File: config.mk
export PLATFORM = sky130hd
export DESIGN_NAME = rs232_des_flat
export DESIGN_NICKNAME = d
export VERILOG_FILES = /design/src/rtl/rs232_des_if.sv /design/src/rtl/rs232_des.sv /design/src/flat_wrapper.sv
export SDC_FILE = /design/constraint.sdc
export NUM_CORES = 1
export LEC_CHECK = 0
export BUFFER_PORTS_ARGS = -buffer_cell sky130_fd_sc_hd__buf_2
export CORE_MARGIN = 3
export CORE_UTILIZATION = 35
export DETAILED_ROUTE_END_ITERATION = 7
export MAX_ROUTING_LAYER = met4
export SKIP_CTS_REPAIR_TIMING = 1
export SLEW_MARGIN = 20
export SYNTH_ARGS = -nofsm -noshare
export SYNTH_HDL_FRONTEND = slang
export SYNTH_SLANG_ARGS = --single-unit
export TNS_END_PERCENT = 100
File: constraint.sdc
create_clock -name clk -period 1.9 [get_ports clk]
set_input_delay 0.57 -clock clk [delete_from_list [all_inputs] [get_ports clk]]
set_output_delay 0.57 -clock clk [all_outputs]
set_load 0.03 [all_outputs]
File: src/rtl/rs232_des_if.sv
// Receive-FIFO write port of the RS-232 deserializer: byte, write strobe, full flag.
// The master (deserializer) drives the byte and strobe; the slave (FIFO) drives full.
interface rs232_des_if;
  logic [7:0] rx_fifo_data;
  logic       rx_fifo_wr_en;
  logic       rx_fifo_full;

  modport master (output rx_fifo_data, output rx_fifo_wr_en, input rx_fifo_full);
  modport slave  (input rx_fifo_data, input rx_fifo_wr_en, output rx_fifo_full);
endinterface

File: src/rtl/rs232_des.sv
// 8N1 RS-232 receiver: one-cycle FIFO write strobe after the stop sample; drops the byte with an overflow pulse when full.
// Define RS232_DES_MAJORITY_EN for 2-of-3 majority sampling around each sample point.
module rs232_des #(
  parameter int P_CLK_FREQ_HZ = 100000000,
  parameter int P_BAUD_RATE   = 9600
) (
  input  logic         clk,
  input  logic         rst_n,
  input  logic         rx,
  rs232_des_if.master  fifo,
  output logic         frame_err,
  output logic         overflow,
  output logic         busy
);

  localparam int BIT_CNT_MAX = P_CLK_FREQ_HZ / P_BAUD_RATE;
  localparam int HALF_CNT    = BIT_CNT_MAX / 2;
  localparam int CW          = $clog2(BIT_CNT_MAX + 1);
  localparam logic [CW-1:0] CNT_MAX  = CW'(BIT_CNT_MAX);
  localparam logic [CW-1:0] CNT_HALF = CW'(HALF_CNT);

  typedef enum logic [1:0] {S_IDLE, S_START, S_DATA, S_STOP} state_t;

  state_t        state_q, state_d;
  logic [CW-1:0] bit_cnt_q, bit_cnt_d;
  logic [2:0]    shift_cnt_q, shift_cnt_d;
  logic [7:0]    shift_q, shift_d;
  logic [7:0]    data_q, data_d;
  logic          wr_q, wr_d;
  logic          ferr_q, ferr_d;
  logic          ovf_q, ovf_d;
  logic          rx_meta_q, rx_s_q, rx_d_q;
  logic          sample;

  // rx_d_q holds rx_s one clock back and rx_meta_q one clock ahead, so the
  // majority window C-1..C+1 is available at count C without shifting timing.
`ifdef RS232_DES_MAJORITY_EN
  assign sample = (rx_d_q & rx_s_q) | (rx_d_q & rx_meta_q) | (rx_s_q & rx_meta_q);
`else
  assign sample = rx_s_q;
`endif

  always_ff @(posedge clk) begin
    if (!rst_n) begin
      rx_meta_q   <= 1'b1;
      rx_s_q      <= 1'b1;
      rx_d_q      <= 1'b1;
      state_q     <= S_IDLE;
      bit_cnt_q   <= '0;
      shift_cnt_q <= '0;
      shift_q     <= '0;
      data_q      <= '0;
      wr_q        <= 1'b0;
      ferr_q      <= 1'b0;
      ovf_q       <= 1'b0;
    end else begin
      rx_meta_q   <= rx;
      rx_s_q      <= rx_meta_q;
      rx_d_q      <= rx_s_q;
      state_q     <= state_d;
      bit_cnt_q   <= bit_cnt_d;
      shift_cnt_q <= shift_cnt_d;
      shift_q     <= shift_d;
      data_q      <= data_d;
      wr_q        <= wr_d;
      ferr_q      <= ferr_d;
      ovf_q       <= ovf_d;
    end
  end

  always_comb begin
    state_d     = state_q;
    bit_cnt_d   = bit_cnt_q;
    shift_cnt_d = shift_cnt_q;
    shift_d     = shift_q;
    data_d      = data_q;
    wr_d        = 1'b0;
    ferr_d      = 1'b0;
    ovf_d       = 1'b0;
    case (state_q)
      S_IDLE: begin
        bit_cnt_d   = '0;
        shift_cnt_d = '0;
        if (rx_d_q && !rx_s_q) state_d = S_START;
      end
      S_START: begin
        if (bit_cnt_q == CNT_HALF) begin
          bit_cnt_d = '0;
          state_d   = sample ? S_IDLE : S_DATA;
        end else begin
          bit_cnt_d = bit_cnt_q + 1'b1;
        end
      end
      S_DATA: begin
        if (bit_cnt_q == CNT_MAX) begin
          bit_cnt_d   = '0;
          shift_d     = {sample, shift_q[7:1]};
          shift_cnt_d = shift_cnt_q + 3'd1;
          if (shift_cnt_q == 3'd7) state_d = S_STOP;
        end else begin
          bit_cnt_d = bit_cnt_q + 1'b1;
        end
      end
      S_STOP: begin
        if (bit_cnt_q == CNT_MAX) begin
          // Leave at mid-stop-bit so a back-to-back start edge is not missed.
          bit_cnt_d = '0;
          state_d   = S_IDLE;
          if (!sample) begin
            ferr_d = 1'b1;
          end else if (fifo.rx_fifo_full) begin
            ovf_d = 1'b1;
          end else begin
            data_d = shift_q;
            wr_d   = 1'b1;
          end
        end else begin
          bit_cnt_d = bit_cnt_q + 1'b1;
        end
      end
      default: state_d = S_IDLE;
    endcase
  end

  assign fifo.rx_fifo_data  = data_q;
  assign fifo.rx_fifo_wr_en = wr_q;
  assign frame_err          = ferr_q;
  assign overflow           = ovf_q;
  assign busy               = (state_q != S_IDLE);

endmodule

File: src/flat_wrapper.sv
// flat-port wrapper written by rule: the top's interface ports become plain ports
module rs232_des_flat 
#(
  parameter int P_CLK_FREQ_HZ = 100000000,
  parameter int P_BAUD_RATE   = 9600
)
  (clk, rst_n, rx, frame_err, overflow, busy, fifo_rx_fifo_data, fifo_rx_fifo_wr_en, fifo_rx_fifo_full);
  rs232_des_if fifo_i ();
  input  logic clk;
  input  logic rst_n;
  input  logic rx;
  output logic frame_err;
  output logic overflow;
  output logic busy;
  output wire logic [$bits(fifo_i.rx_fifo_data)-1:0] fifo_rx_fifo_data;
  output wire logic [$bits(fifo_i.rx_fifo_wr_en)-1:0] fifo_rx_fifo_wr_en;
  input wire logic [$bits(fifo_i.rx_fifo_full)-1:0] fifo_rx_fifo_full;
  assign fifo_rx_fifo_data = fifo_i.rx_fifo_data;
  assign fifo_rx_fifo_wr_en = fifo_i.rx_fifo_wr_en;
  assign fifo_i.rx_fifo_full = fifo_rx_fifo_full;
  rs232_des #(.P_CLK_FREQ_HZ(P_CLK_FREQ_HZ), .P_BAUD_RATE(P_BAUD_RATE)) u_core (.clk(clk), .rst_n(rst_n), .rx(rx), .fifo(fifo_i), .frame_err(frame_err), .overflow(overflow), .busy(busy));
endmodule
== After elaboration in Yosys (flattened, before gate mapping) ==
Index checks and enable logic that the tools add are counted.

* $add $sub $neg: 2
* Multipliers: 0
* Divide/modulo/power cells: 0
* Order comparisons: 0
* Equality and inequality tests: 11
* Shift operators: 0
* Mux-type cells: 15
* Bitwise gates (word level): 1
* Reductions and logical operators: 12

{| class="wikitable"
|+ Operator list
! operator !! number
|-
| case mux 14 bit (3 select lines) || 1
|-
| 2-to-1 mux 14 bit || 2
|-
| adder 14 x 1 -> 14 bit (second input constant) || 1
|-
| equality test 14 x 13 -> 1 bit (second input constant) || 1
|-
| equality test 14 bit (second input constant) || 1
|-
| 2-to-1 mux 2 bit || 6
|-
| != test 2 x 1 -> 1 bit (second input constant) || 5
|-
| case mux 2 bit (4 select lines) || 1
|-
| AND reduction 4 bit || 2
|-
| case mux 3 bit (2 select lines) || 1
|-
| AND reduction 5 bit || 1
|-
| equality test 2 bit (second input constant) || 2
|-
| AND reduction 2 bit || 2
|-
| nonzero test 2 bit || 2
|-
| adder 3 x 1 -> 3 bit (second input constant) || 1
|-
| equality test 3 bit (second input constant) || 1
|-
| 2-to-1 mux 1 bit || 3
|-
| 2-to-1 mux 3 bit || 1
|-
| AND reduction 3 bit || 1
|-
| equality test 2 x 1 -> 1 bit (second input constant) || 1
|-
| logical NOT 2 bit || 1
|-
| OR reduction 2 bit || 1
|-
| logical AND 1 bit || 1
|-
| logical NOT 1 bit || 1
|-
| inverter 1 bit || 1
|}

* Register bits after elaboration: 41
* Latch bits: 0
* Bits in writable memories: 0
* ROM bits: 0
* Output and inout port bits: 12
* Logic and storage cells: 52
* Memories kept: 0

== Longest topological paths before layout ==
* Word-level depth: 4
* Gate-level depth with buffers: 8
* Depth with buffers taken out: 6

== Worst setup path after synthesis ==
OpenSTA, ideal clock, no wires.

* Kind: register -> register
* Start: reg u_core.bit_cnt_q[0]
* End: reg u_core.bit_cnt_q[12]
* Library setup time: 0.079 ns
* Data arrival time: 1.481 ns
* Data required time: 1.821 ns
* Slack: 0.339 ns
* Stages on the path, launching flop included: 6
* Clock period less this slack: 1.561 ns
* Path through: dfxtp_1 ha_1 nand3_4 or2_4 or3_1 a211oi_2

* Cells in the longest elaborated chain, start to end: 3

{| class="wikitable"
|+ RTL lines
! element !! line !! text
|-
| from (decl) || rs232_des.sv:25 || <nowiki>logic [CW-1:0] bit_cnt_q, bit_cnt_d;</nowiki>
|-
| from (signal assigned) || rs232_des.sv:61 || <nowiki>bit_cnt_q <= bit_cnt_d;</nowiki>
|-
| adder 14 x 1 -> 14 bit (tied with other cells) || rs232_des.sv:91, rs232_des.sv:101, rs232_des.sv:118 ||
|-
| 2-to-1 mux 14 bit (on tied branches) || rs232_des.sv:95, rs232_des.sv:105, rs232_des.sv:87 ||
|-
| case mux 14 bit (3 select lines) (*) || rs232_des.sv:80 || <nowiki>case (state_q)</nowiki>
|}

Every way passes the cells marked *; elsewhere a longest branch is shown, timed or not.
A chain may end at the register's enable or synchronous reset.

== Worst setup path in the final report ==
* Start: reg u_core.state_q[0]
* End: out busy

* Cells in the longest elaborated chain, start to end: 1

{| class="wikitable"
|+ RTL lines
! element !! line !! text
|-
| from (decl) || rs232_des.sv:24 || <nowiki>state_t state_q, state_d;</nowiki>
|-
| from (signal assigned) || rs232_des.sv:60 || <nowiki>state_q <= state_d;</nowiki>
|-
| nonzero test 2 bit || rs232_des.sv:129 || <nowiki>assign busy = (state_q != S_IDLE);</nowiki>
|-
| to (decl) || flat_wrapper.sv:14 || <nowiki>output logic busy;</nowiki>
|}

No other way between the ends.

==> reports/results.ini <==
[cts]
clk_path_buf_depth=2
cts_root_buf=clkbuf_8
cts.clk_slew.worst_paths_ps=80
htreeDepth=2
clkSinkCount=41
cts_tree=done
clk_latency_ps=290
cts-buffers-inserted=5

[run]
maxCapViolations=0

[cells_and_area]
diodes=0
final_nets=222
drive_gt1_share_pct=19.5
area_delta_synth_final_pct=12.9

[setup_path]
rr_startpoint=u_core.bit_cnt_q[0]$_SDFF_PN0_
arrival_ps=1210
r2r_setup_slack_ps=190
path_max_fanout=10
setup.worst_path.start=u_core.state_q[0]$_SDFFE_PN0P_
start_kind=flop
endpoint_kind=primary output
r2r_end=u_core.fifo.rx_fifo_data[0]$_SDFFE_PN0P_
path_class=flop to primary output
reg2regPathDepth=7
crit_required_ps=1330

[power_and_ir_drop]
seq_power_share_pct=59.4
power.density_nw_per_um2=709
p_leak_nw=0.697
intPower_mw=1.13
p_sw_share_pct=22.6
total_power_mw=1.46
power.share.clock_pct=38.4
switching_power_uw=329
pwr-share-comb_pct=2.3
ir_worst_vdd_mv=0.464

[synthesis]
synth.avg_cell_area_sq_um=9.29
syn_area_sq_um=1820
yosysUniqueCellTypes=44
ys_ff_latch=41
synth_top_area_cell=dfxtp_1
postSynthCellCount=196
seq_area_frac_synth_pct=45.1
yosys-top-cells-area=dfxtp_1 (45%), nand3_1 (6.0%), o21ai_0 (5.2%)
netlist.area_leader.share_pct=45.1
ys_top_cells_by_count=dfxtp_1 (41), nand3_1 (22), o21ai_0 (19), a21oi_1 (17), nor3_1 (15)
synth_warnings=0
ys.flop_type=dfxtp_1
async_flop_share_pct=0
synth_edf_count=0
syn-num-nets=204
yosysMostFrequentCell=dfxtp_1

[route]
drc=0
totalWireLength_mm=3.48
drt_iter0_drc=104
ant_nets=0
routed_via_density=5.04
wl_per_cell_microns=12.3
vias=1422
first_pass_iters=4

[timing]
slew_headroom_pct=64.0
whs_ps=417
hold_violations=0
tightest_slew_ps=538
fin_crit_ps=1780
clock.fmax_mhz=562
tns_ps=0
drv_slew=0
period_share_pct=93.6
clock_skew_ps=8.95
rsz0062_at_grt=no
finalSetupViolCount=0

[worst_hold_path]
min_path_type=flop to flop
hold_depth=1
hold_start=u_core.rx_meta_q$_SDFF_PN1_
hold_end=u_core.rx_s_q$_SDFF_PN1_

[die]
num_rows=25
die_w_microns=78.1
pin_count=16
die_area_sq_um=6100
die_y_microns=78.1
start_util_pct=37.3
core_area_sq_um=4880

[place]
dp_hpwl_mm=2.41
gp_congestion=0.772
port_buffers=15

[status]
status=complete, no violations

[global_route]
grt_remaining_overflow=0
antenna_found_initial=0
grt_pass1_vias=1283
grt_max_degree=19
grt_usage_pct=12.3
grt_pass1_wl_mm=5.97

-- layout make-up --
cell class              count  area, sq um
clock inverters             3         17.5
flip-flops and latches     41          822
repair buffers             22          140
inverters                   3         11.3
well taps                  67         83.8
multi-input cells         141          912
fillers                   526         2820
clock buffers               5         68.8
-- logic make-up after synthesis --
| group | Yosys count | synth area share, % |
|---|---|---|
| adders and majority gates | 4 | 2.75 |
| AOI/OAI and AO/OA | 47 | 15.6 |
| DFF | 41 | 45.1 |
| xor gates and xnor gates | 10 | 4.81 |
| buffers and inverters | 14 | 4.81 |
| and+or+nand+nor | 80 | 26.9 |
-- power by group through the flow --
stage | Combinational, mW | Clock [mW] | Sequential (mW)
floorplan | 0.0225 | 0 | 0.883
CTS | 0.0338 | 0.579 | 0.865
global placement | 0.0339 | 0 | 0.885
global route | 0.0368 | 0.628 | 0.865
detailed placement | 0.0337 | 0 | 0.885
finish | 0.0333 | 0.559 | 0.865
-- worst max-delay path, stage by stage (launching register included) --
cell,delay [ps]
dfxtp_1,400
or2_2,340
buf_2,180
-- how the worst max path moves through the flow --
stage	cells past startpoint	to	slack, ps
floorplan	5	u_core.bit_cnt_q[12]$_SDFF_PN0_	340
global placement	7	u_core.state_q[0]$_SDFFE_PN0P_	230
detailed placement	7	u_core.fifo.rx_fifo_data[0]$_SDFFE_PN0P_	170
CTS	2	busy	50
global route	7	u_core.state_q[0]$_SDFFE_PN0P_	10
finish	2	busy	120
-- through the flow --
stage	area (sq um)	setup slack [ps]	util, %	instances
2_1_floorplan	1820	339	-	196
3_3_place_gp	1970	234	40.3	274
3_5_place_dp	1970	171	40.3	274
4_1_cts	2050	49.9	42.1	282
5_1_grt	2060	14.2	42.1	282
6_report	2060	121	42.1	282
-- layer usage --
metal / GRT usage [%] / share of wire (%)
met1: 17.8 / 52
met2: 16.6 / 42
met3: 2.75 / 4.3
met4: 4.72 / 1.5
met5: - / 0
-- flip-flops by register name, summed over array words and instances, names as in the netlist, named ones only --
register	cells
u_core.rx_s_q	1
u_core.bit_cnt_q	14
u_core.frame_err	1
u_core.rx_meta_q	1
u_core.overflow	1
u_core.state_q	1
u_core.fifo.rx_fifo_data	8
u_core.shift_cnt_q	3
u_core.shift_q	8
u_core.fifo.rx_fifo_wr_en	1
u_core.rx_d_q	1
-- layout by cell type, fill, tap and decap left out, drive strengths merged --
master and instances:
nor4b 1, nor3b 5, a21boi 1, nor3 15, a211oi 3, nand4 3, and3 1, and2 1
nand2 11, ha 4, o21ai 19, a2111o 1, clkinv 3, clkbuf 5, a21oi 18, and3b 1
o21a 1, inv 2, xor2 7, nor2 3, clkinvlp 1, dfxtp 41, nand2b 4, and4 4
buf 22, a22oi 2, nor2b 2, nand3 23, xnor2 3, nand4b 1, o22ai 2, or2 2
and4b 1, or3 2
Note: power is estimated with default switching activity, not from simulation.
